[config.mk]
export PLATFORM = sky130hd
export DESIGN_NAME = frame_dma
export DESIGN_NICKNAME = d
export VERILOG_FILES = /design/src/rtl/frame_dma.sv
export SDC_FILE = /design/constraint.sdc
export NUM_CORES = 1
export LEC_CHECK = 0
export BUFFER_PORTS_ARGS = -buffer_cell sky130_fd_sc_hd__buf_2
export CAP_MARGIN = 10
export CORE_MARGIN = 3
export CORE_UTILIZATION = 57
export CTS_BUF_LIST = sky130_fd_sc_hd__clkbuf_16
export CTS_CLUSTER_DIAMETER = 50
export DETAILED_ROUTE_END_ITERATION = 7
export PLACE_DENSITY = 0.87
export RECOVER_POWER = 100
export REMOVE_ABC_BUFFERS = 1
export SYNTH_ARGS = -nofsm -noshare
export SYNTH_HDL_FRONTEND = slang
export SYNTH_SLANG_ARGS = --single-unit
export TNS_END_PERCENT = 1
[constraint.sdc]
create_clock -name hclk -period 7.2 [get_ports hclk]
set_input_delay 1.44 -clock hclk [delete_from_list [all_inputs] [get_ports hclk]]
set_output_delay 1.44 -clock hclk [all_outputs]
set_load 0.03 [all_outputs]
[src/rtl/frame_dma.sv]
// Frame DMA: latches one 256-bit frame and writes it as an AHB-Lite INCR8 word burst
// into a ring of NFRAMES 32-byte slots starting at baseAddr.
module frame_dma #(
  parameter int unsigned NFRAMES = 16
) (
  input  logic                               hclk,
  input  logic                               hreset,
  input  logic                               enable,
  input  logic                               valid,
  input  logic [255:0]                       pdata,
  input  logic [31:0]                        baseAddr,
  output logic                               ack,
  output logic                               busy,
  output logic                               error,
  output logic [15:0]                        droppedCount,
  output logic [$clog2(NFRAMES)-1:0]         frameIdx,
  output logic [31:0]                        haddr,
  output logic [1:0]                         htrans,
  output logic                               hwrite,
  output logic [2:0]                         hsize,
  output logic [2:0]                         hburst,
  output logic [31:0]                        hwdata,
  input  logic                               hready,
  input  logic [1:0]                         hresp
);

  localparam int unsigned IdxW = $clog2(NFRAMES);

  typedef enum logic [1:0] {StIdle, StBurst, StLast, StErr} state_e;

  state_e            state_q, state_d;
  logic [2:0]        beat_q, beat_d;
  logic [255:0]      frame_q, frame_d;
  logic [26:0]       base_q, base_d;
  logic [IdxW-1:0]   idx_q, idx_d;
  logic [31:0]       hwdata_q, hwdata_d;
  logic              ack_q, ack_d;
  logic              error_q, error_d;
  logic [15:0]       dropped_q, dropped_d;
  logic              err_resp;

  // First cycle of a two-cycle non-OKAY response; RETRY/SPLIT are handled as ERROR.
  assign err_resp = (hresp != 2'b00) && !hready;

  always_comb begin
    state_d   = state_q;
    beat_d    = beat_q;
    frame_d   = frame_q;
    base_d    = base_q;
    idx_d     = idx_q;
    hwdata_d  = hwdata_q;
    ack_d     = 1'b0;
    error_d   = error_q;
    dropped_d = dropped_q;

    unique case (state_q)
      StIdle: begin
        if (enable && valid) begin
          frame_d = pdata;
          base_d  = baseAddr[31:5];
          beat_d  = 3'd0;
          ack_d   = 1'b1;
          state_d = StBurst;
        end
      end
      StBurst: begin
        if (err_resp) begin
          state_d = StErr;
        end else if (hready) begin
          hwdata_d = frame_q[{beat_q, 5'd0} +: 32];
          if (beat_q == 3'd7) begin
            state_d = StLast;
          end else begin
            beat_d = beat_q + 3'd1;
          end
        end
      end
      StLast: begin
        if (err_resp) begin
          state_d = StErr;
        end else if (hready) begin
          idx_d   = idx_q + IdxW'(1);
          state_d = StIdle;
        end
      end
      StErr: begin
        if (hready) begin
          state_d = StIdle;
        end
      end
      default: state_d = StIdle;
    endcase

    if ((state_q != StIdle) && valid && (dropped_q != 16'hFFFF)) begin
      dropped_d = dropped_q + 16'd1;
    end

    if ((state_q == StIdle) && !enable) begin
      idx_d = '0;
    end

    // Entering ERR wins over a same-cycle clear so the abort is never lost.
    if (!enable) begin
      error_d = 1'b0;
    end
    if (((state_q == StBurst) || (state_q == StLast)) && err_resp) begin
      error_d = 1'b1;
    end
  end

  always_ff @(posedge hclk) begin
    if (hreset) begin
      state_q   <= StIdle;
      beat_q    <= 3'd0;
      frame_q   <= '0;
      base_q    <= '0;
      idx_q     <= '0;
      hwdata_q  <= '0;
      ack_q     <= 1'b0;
      error_q   <= 1'b0;
      dropped_q <= '0;
    end else begin
      state_q   <= state_d;
      beat_q    <= beat_d;
      frame_q   <= frame_d;
      base_q    <= base_d;
      idx_q     <= idx_d;
      hwdata_q  <= hwdata_d;
      ack_q     <= ack_d;
      error_q   <= error_d;
      dropped_q <= dropped_d;
    end
  end

  always_comb begin
    htrans = 2'b00;
    haddr  = 32'h0;
    if (state_q == StBurst) begin
      haddr = {base_q, 5'd0} + 32'({idx_q, 5'd0}) + 32'({beat_q, 2'd0});
      if (!err_resp) begin
        htrans = (beat_q == 3'd0) ? 2'b10 : 2'b11;
      end
    end
  end

  assign hwrite       = (state_q == StBurst) || (state_q == StLast);
  assign hsize        = 3'b010;
  assign hburst       = 3'b101;
  assign hwdata       = hwdata_q;
  assign ack          = ack_q;
  assign busy         = (state_q != StIdle);
  assign error        = error_q;
  assign droppedCount = dropped_q;
  assign frameIdx     = idx_q;

endmodule

Word-level counts from Yosys, hierarchy flattened
Index checks and enable logic that the tools add are counted.

Memories kept: 0. Bits in writable memories: 0. Logic and storage cells: 69. Register bits: 342. Bits in latches: 0. Bits in read-only memories: 0.

Mux-type cells: 19. Reductions and logical operators: 21. Shift-type cells: 1. Div/mod/pow operators: 0. Multiply operators: 0. Magnitude comparators: 0. Equal/unequal tests: 12. Bitwise logic cells: 2. Add/subtract/negate cells: 5.

Operators with widths (number): indexed part select 256 x 9 -> 32 bit (1); adder 32 x 5 -> 32 bit (1); adder 32 x 9 -> 32 bit (1); 2-to-1 mux 32 bit (1); adder 16 x 1 -> 16 bit, second input constant (1); 2-to-1 mux 2 bit (8); != test 16 bit, second input constant (1); 2-to-1 mux 3 bit (4); AND reduction 3 bit (3); != test 2 bit, second input constant (4); one-hot mux 2 bit (4 select lines) (1); logical AND 1 bit (6); != test 3 bit, second input constant (2); one-hot mux 3 bit (2 select lines) (1); nonzero test 2 bit (3); AND reduction 5 bit (1); adder 4 x 1 -> 4 bit, second input constant (1); equality test 2 bit, second input constant (2); 2-to-1 mux 1 bit (4); OR reduction 2 bit (2); adder 3 x 1 -> 3 bit, second input constant (1); equality test 3 bit, second input constant (1); logical NOT 3 bit (1); equality test 2 x 1 -> 1 bit, second input constant (1); 6 further kinds (8).

Longest topological paths before layout
Gate-level depths: netlist (run 1).

Depth in word-level cells: 5. Depth in mapped cells: 8. Gate-level depth less buffers: 6.

Worst setup path before layout (run 1)
No wires, ideal clock.

Kind: register to output. Start: reg idx_q[0] (netlist: frameIdx[0]). End: out haddr[19]. Stages on the path, launching flop included: 9. Slack: 3.164 ns. Arrival time: 2.596 ns. Cells stage by stage: dfxtp_1 > ha_1 > fa_1 > a211oi_1 > or2_1 > clkbuf_1 > buf_2 > o21ai_0 > a21oi_1.

Word-level cells in the longest chain between the ends: 3.

Ends and longest elaborated chain: start, declared (RTL line 35) `logic [IdxW-1:0] idx_q, idx_d;`; start signal, assigned (RTL line 127) `idx_q <= idx_d;`; adder 32 x 9 -> 32 bit (RTL line 139) `haddr = {base_q, 5'd0} + 32'({idx_q, 5'd0}) + 32'({beat_q, 2'd0});`; adder 32 x 5 -> 32 bit (RTL line 139); 2-to-1 mux 32 bit (RTL line 138) `if (state_q == StBurst) begin`; end, declared (RTL line 17) `output logic [31:0] haddr,`.

No other way between the ends.

Final worst setup path (run 1)
Start: in hreset. End: reg frame_q[196].

RTL lines: start, declared (RTL line 7) `input logic hreset,`; end signal, assigned (RTL line 125) `frame_q <= frame_d;`; end, declared (RTL line 33) `logic [255:0] frame_q, frame_d;`.

No word-level cell between the ends.

==> metrics, run 1 <==
skew final=0.0123 ns; Placer Congestion=0.897; routed vias=13900; Slew headroom=-2.33; Worst Path Class, Setup=input port to register; CTS tree=done; Setup violations, final=0; EDFF count, synth=0; Clock Tree Root=clkbuf_16; Sink Count=342; IO Count=391; first-pass GRT wire length=65600 µm; DR top layer=met5; VDD IR max=0.194 mV; routed wire length=41600 µm; Avg Cell Area, Syn=8.23 µm²; pin count of the biggest net entering global routing=229; Pwr per Cell Area=292 nW/µm²; Clock Pin Slew Worst Setup and Hold Paths=0.06 ns; met3 WL=3910 µm; # DRC=0; dpl hpwl=26600 µm; met2 wire len=20100 µm; RSZ-0062 raised after global routing=no; Resize count post-CTS=0; Sw Share=0.313; TritonCTS buffer count=38; routed len/inst=17.0 µm; Post-DP Area=16600 µm²; worst skew pair latency=0.51 ns; combinational share of power=0.212; max_cap viols=1; Yosys cell types=51; failing checks=capacitance limit, slew limit; met1 WL=16100 µm; most frequent cells in the layout=646 x nand2_1, 339 x dfxtp_1, 315 x a21oi_1; Max Clk Rate=0.179 GHz; Rows=58; Final min period=5.60 ns; core area=25300 µm²; DRT iter0 DRCs=1202; hold buffer count at cts=0; number of vias per cell=5.68; crit path launch type=input port; vias in the first global route=13400; Tightest Pin Transition=5.00 ns; synth warn=0; Post-Syn Area=14800 µm²; port bufs=377; Post-CTS Setup Bufs=0; Die Ht=167 µm; total grt overflow=0; period utilization=0.777; #FFs+latches synth=342; share of power burned in the clock network=0.353; Async SR Flop Fraction=0; Top FF cell, synth=dfxtp_1; final slew viol count=114; layout cells sized above 1=0.205; run status=finished, violations left; Global Route Usage Sum=0.284; area grow syn2layout=19.9%; register area share after synthesis=0.464; final hold violation count=0; Post-Synthesis Cells=1793; Die X=167 µm; die area=27900 µm²; Worst EP required=7.53 ns; initial antenna violation count=14; clk buf depth=3; Initial Util=0.583; Pleak=6.49 nW; fin area=17700 µm²; Int Pwr=3.55 mW; Sw Pwr=1.61 mW; Final ANT Viol Nets=0; Tot Pwr=5.17 mW; DRT Pass-1 Iters=5; Core Util, Final=0.699; htree depth=2; CP arrival=5.93 ns; hold_ws=0.449 ns; most common cell after layout, fill and taps aside=nand2_1; Seq pwr share=0.435; Final Net Count=2385; Critical Path End Type=register; CP max FO=228; Hold Path Class=register to register
-- per-stage QoR --
| step | std cells | setup WS [ns] | setup TNS, ns |
|---|---|---|---|
| after global routing | 2442 | 1.36 | 0 |
| final | 2447 | 1.60 | 0 |
| after floorplan | 1649 | -0.0331 | -9.37 |
| after CTS | 2434 | 2.68 | 0 |
| after global placement | 2366 | 3.23 | 0 |
| after detailed placement | 2366 | 3.22 | 0 |
-- worst max-delay path, stage by stage --
cell and delay, ns:
clkbuf_1 3.43, buf_12 0.56, a21oi_1 0.13
-- power by group through the flow --
stage / Clock [mW] / Combinational [mW] / Sequential, mW
2_1_floorplan: 0 / 0.720 / 2.34
3_3_place_gp: 0 / 1.07 / 2.27
3_5_place_dp: 0 / 1.10 / 2.29
4_1_cts: 1.85 / 1.11 / 2.25
5_1_grt: 1.94 / 1.20 / 2.28
6_report: 1.82 / 1.10 / 2.25
-- flip-flops by register name (all words and copies together) (netlist names) --
name,cells
ack,1
base_q,27
beat_q,3
droppedCount,16
error,1
frameIdx,4
frame_q,256
hwdata,32
state_q,2
-- cells by family (layout without fill, tap and decap cells) --
kind of cell | count (synthesis) | after routing | share of synthesized area
AOI/OAI and AO/OA | 402 | 402 | 0.152
xor gates and xnor gates | 8 | 8 | 0.00475
adders and majority gates | 14 | 14 | 0.0124
buffers and inverters | 164 | 469 | 0.0458
DFF | 342 | 342 | 0.464
muxes | 70 | 70 | 0.102
other | 2 | 21 | 0.000509
and+or+nand+nor | 791 | 791 | 0.219
-- Yosys cell counts (2+ instances only) --
master / number / area share
nand2_1: 646 / 0.16
dfxtp_1: 342 / 0.46
a21oi_1: 315 / 0.11
clkbuf_1: 117 / 0.030
mux4_2: 64 / 0.098
nor2_1: 59 / 0.015
a311oi_1: 33 / 0.020
o31ai_1: 19 / 0.0097
nand3_1: 18 / 0.0061
or4_1: 17 / 0.0086
o21ai_0: 14 / 0.0047
ha_1: 13 / 0.011
inv_1: 13 / 0.0033
buf_2: 12 / 0.0041
buf_4: 12 / 0.0061
or3_1: 12 / 0.0051
buf_1: 9 / 0.0023
nand4_1: 9 / 0.0038
xnor2_1: 6 / 0.0036
and4_1: 5 / 0.0030
o21bai_1: 5 / 0.0025
a211oi_1: 4 / 0.0020
nor3_1: 4 / 0.0014
a31oi_1: 3 / 0.0013
and2_1: 3 / 0.0013
mux2_2: 3 / 0.0023
mux2i_1: 3 / 0.0020
nand2b_1: 3 / 0.0013
a21o_1: 2 / 0.0010
and3_1: 2 / 0.00085
conb_1: 2 / 0.00051
nand3b_1: 2 / 0.0010
nor2b_1: 2 / 0.00085
nor4_1: 2 / 0.00085
xor2_1: 2 / 0.0012
-- path summary, 6_finish.rpt --
check | from | end | slack, ns | depth (start not counted)
setup reg to reg | beat_q[0] | state_q[0] | 4.18 | 7
setup / recovery | hreset | frame_q[196] | 1.60 | 3
hold / removal | frame_q[102] | frame_q[102] | 0.45 | 2
hold reg to reg | frame_q[102] | frame_q[102] | 0.45 | 2
-- per-layer routing --
metal,vias up,track usage
li1,6700,-
met4,10,0.107
met2,604,0.483
met1,6481,0.348
met3,111,0.0724
met5,-,0
-- area by class of cell --
cell class	instances	area (µm²)
Antenna cell	13	32.5
Sequential cell	342	6860
Fill cell	1987	7630
Inverter	14	52.6
Clock inverter	29	200
Clock buffer	39	976
Tap cell	330	413
Multi-Input combinational cell	1293	7280
Timing Repair Buffer	387	1880
Note: power is estimated with default switching activity, not from simulation.
==> inputs of run 2 (changes only) <==
--- a/config.mk
+++ b/config.mk
@@ -8,11 +8,11 @@
 export BUFFER_PORTS_ARGS = -buffer_cell sky130_fd_sc_hd__buf_2
 export CAP_MARGIN = 10
 export CORE_MARGIN = 3
-export CORE_UTILIZATION = 57
+export CORE_UTILIZATION = 53
 export CTS_BUF_LIST = sky130_fd_sc_hd__clkbuf_16
 export CTS_CLUSTER_DIAMETER = 50
 export DETAILED_ROUTE_END_ITERATION = 7
-export PLACE_DENSITY = 0.87
+export PLACE_DENSITY = 0.82
 export RECOVER_POWER = 100
 export REMOVE_ABC_BUFFERS = 1
 export SYNTH_ARGS = -nofsm -noshare
==> constraint.sdc (replaced) <==
create_clock -name hclk -period 5.55 [get_ports hclk]
set_input_delay 1.11 -clock hclk [delete_from_list [all_inputs] [get_ports hclk]]
set_output_delay 1.11 -clock hclk [all_outputs]
set_load 0.03 [all_outputs]
==> metrics, run 2 (same netlist as run 1, synthesis figures left out) <==
hold_ws=0.451 ns (+0.00206 ns); crit-path max cell delay=0.70 ns (-2.73 ns); Worst Path Class, Setup=register to output pin; area grow syn2layout=21.0%; final slew viol count=404 (+250%); Die Ht=173 µm (+3.6%); run status=finished, violations left; Tightest Pin Transition=3.63 ns (-1.37 ns); Worst path top cell family by delay=compound AO/OA/AOI/OAI gates; most common cell after layout, fill and taps aside=nand2_1; Worst Path Buf+Inv=1 (-1); worst path cell trace=ha_1 > fa_1 > a211oi_1 > or2_0 > o21ai_0 > a21oi_1 > clkbuf_1; Pwr per Cell Area=386 nW/µm² (+32%); max reg flops=256 (unchanged); Worst setup startpoint=frameIdx[0]; failing checks=capacitance limit, slew limit; vias in the first global route=13600 (+1.4%); Final ANT Viol Nets=0 (unchanged); Critical Path End Type=output pin; worst hold path depth=2 (unchanged); period utilization=0.834; hold wc startpoint=frame_q[206]; CP arrival=3.52 ns (-2.41 ns); routed len/inst=16.8 µm (-1.2%); Final min period=4.63 ns; hold-critical path endpoint=frame_q[206]; Final Net Count=2390 (+0.21%); worst skew pair latency=0.52 ns (about the same); combinational share of power=0.209 (-0.003); layout cells sized above 1=0.208 (+0.00293); Most flops, register=frame_q; Worst EP required=4.44 ns (-3.09 ns); Sw Pwr=2.11 mW (+31%); Reg2Reg Depth=6 (-1); die area=29900 µm² (+7.3%); core area=27200 µm² (+7.3%); dpl hpwl=27200 µm (+2.4%); routed vias=14000 (+0.93%); Pleak=6.54 nW (+0.88%); Global Route Usage Sum=0.268 (-0.0159); Tot Pwr=6.89 mW (+33%); Sink Count=342 (unchanged); CP max FO=17 (-93%); routed wire length=41800 µm (+0.53%); final hold violation count=0 (unchanged); Slew headroom=-1.42 (+0.915); FF-to-FF End=frame_q[165]; IO Count=391 (unchanged); Hold Path Class=register to register; WP depth=7 (+4); share of power burned in the clock network=0.368 (+0.015); Seq pwr share=0.423 (-0.012); Sw Share=0.307 (-0.00572); total grt overflow=0 (unchanged); setup TNS=0 ns (unchanged); CTS tree=done; port bufs=377 (unchanged); TritonCTS buffer count=39 (+2.6%); Rows=60 (+3.4%); Initial Util=0.543 (-0.0397); Die X=173 µm (+3.6%); slowest CP cell=or2_0; Int Pwr=4.77 mW (+34%); pin count of the biggest net entering global routing=159 (-31%); clk buf depth=3 (unchanged); number of vias per cell=5.64 (-0.78%); # DRC=0 (unchanged); Core Util, Final=0.657 (-0.0415); Max Clk Rate=0.216 GHz; VDD IR max=0.298 mV (+54%); htree depth=2 (unchanged); Clock Pin Slew Worst Setup and Hold Paths=0.06 ns (about the same); reg2reg start=state_q[1]; skew final=0.0232 ns (+0.0109 ns); initial antenna violation count=11 (-3); R2R Setup Slk=1.11 ns (-3.07 ns); Clock Tree Root=clkbuf_16; max_cap viols=4 (+3); hold buffer count at cts=0 (unchanged); Post-CTS Setup Bufs=0 (unchanged); RSZ-0062 raised after global routing=no; DRT iter0 DRCs=1169 (-2.7%); Setup violations, final=0 (unchanged); Post-DP Area=16700 µm² (+0.65%); Resize count post-CTS=0 (unchanged); fin area=17900 µm² (+0.93%); crit path launch type=register; Placer Congestion=0.938 (+4.6%); first-pass GRT wire length=67200 µm (+2.4%); DRT Pass-1 Iters=7 (+2); most frequent cells in the layout=646 x nand2_1, 339 x dfxtp_1, 315 x a21oi_1
run 2: power by group through the flow:
stage,clock (mW),combinational (mW),sequential (mW)
4_1_cts,2.57,1.45,2.91
3_5_place_dp,0,1.44,2.96
5_1_grt,2.69,1.59,2.95
3_3_place_gp,0,1.41,2.94
2_1_floorplan,0,0.934,3.04
6_report,2.54,1.44,2.91
run 2: layout make-up:
class                   instances  area [µm²]
multi-input cells            1293        7280
fillers                      2306        9320
clock inverters                29         289
clock buffers                  39         976
repair buffers                391        1920
well taps                     372         465
inverters                      14        52.6
flip-flops and latches        342        6860
diodes                          9        22.5
run 2: routing by layer:
metal,GRT usage,share of wire,vias to the layer above
met3,0.0707,0.094,95
met2,0.454,0.48,673
met5,0,0.0017,-
met4,0.0753,0.025,12
li1,-,-,6700
met1,0.339,0.40,6555
run 2: tightest hold or removal path, delay by kind of cell (launching register included):
family / cells / cell delay (ns)
flops: 1 / 0.30
compound gates: 1 / 0.05
simple gates: 1 / 0.05
run 2: metrics by stage:
step	std cells	setup slack, ns
final	2489	0.924
after global routing	2485	0.657
after CTS	2480	1.34
after detailed placement	2412	1.89
after global placement	2412	1.96
after floorplan	1649	-1.35
run 2: worst max path at each step:
| stage | end | slack [ns] |
|---|---|---|
| finish | haddr[19] | 0.92 |
| global route | frame_q[229] | 0.66 |
| CTS | haddr[19] | 1.34 |
| detailed placement | haddr[19] | 1.89 |
| global placement | haddr[17] | 1.96 |
| floorplan | base_q[0] | -1.35 |
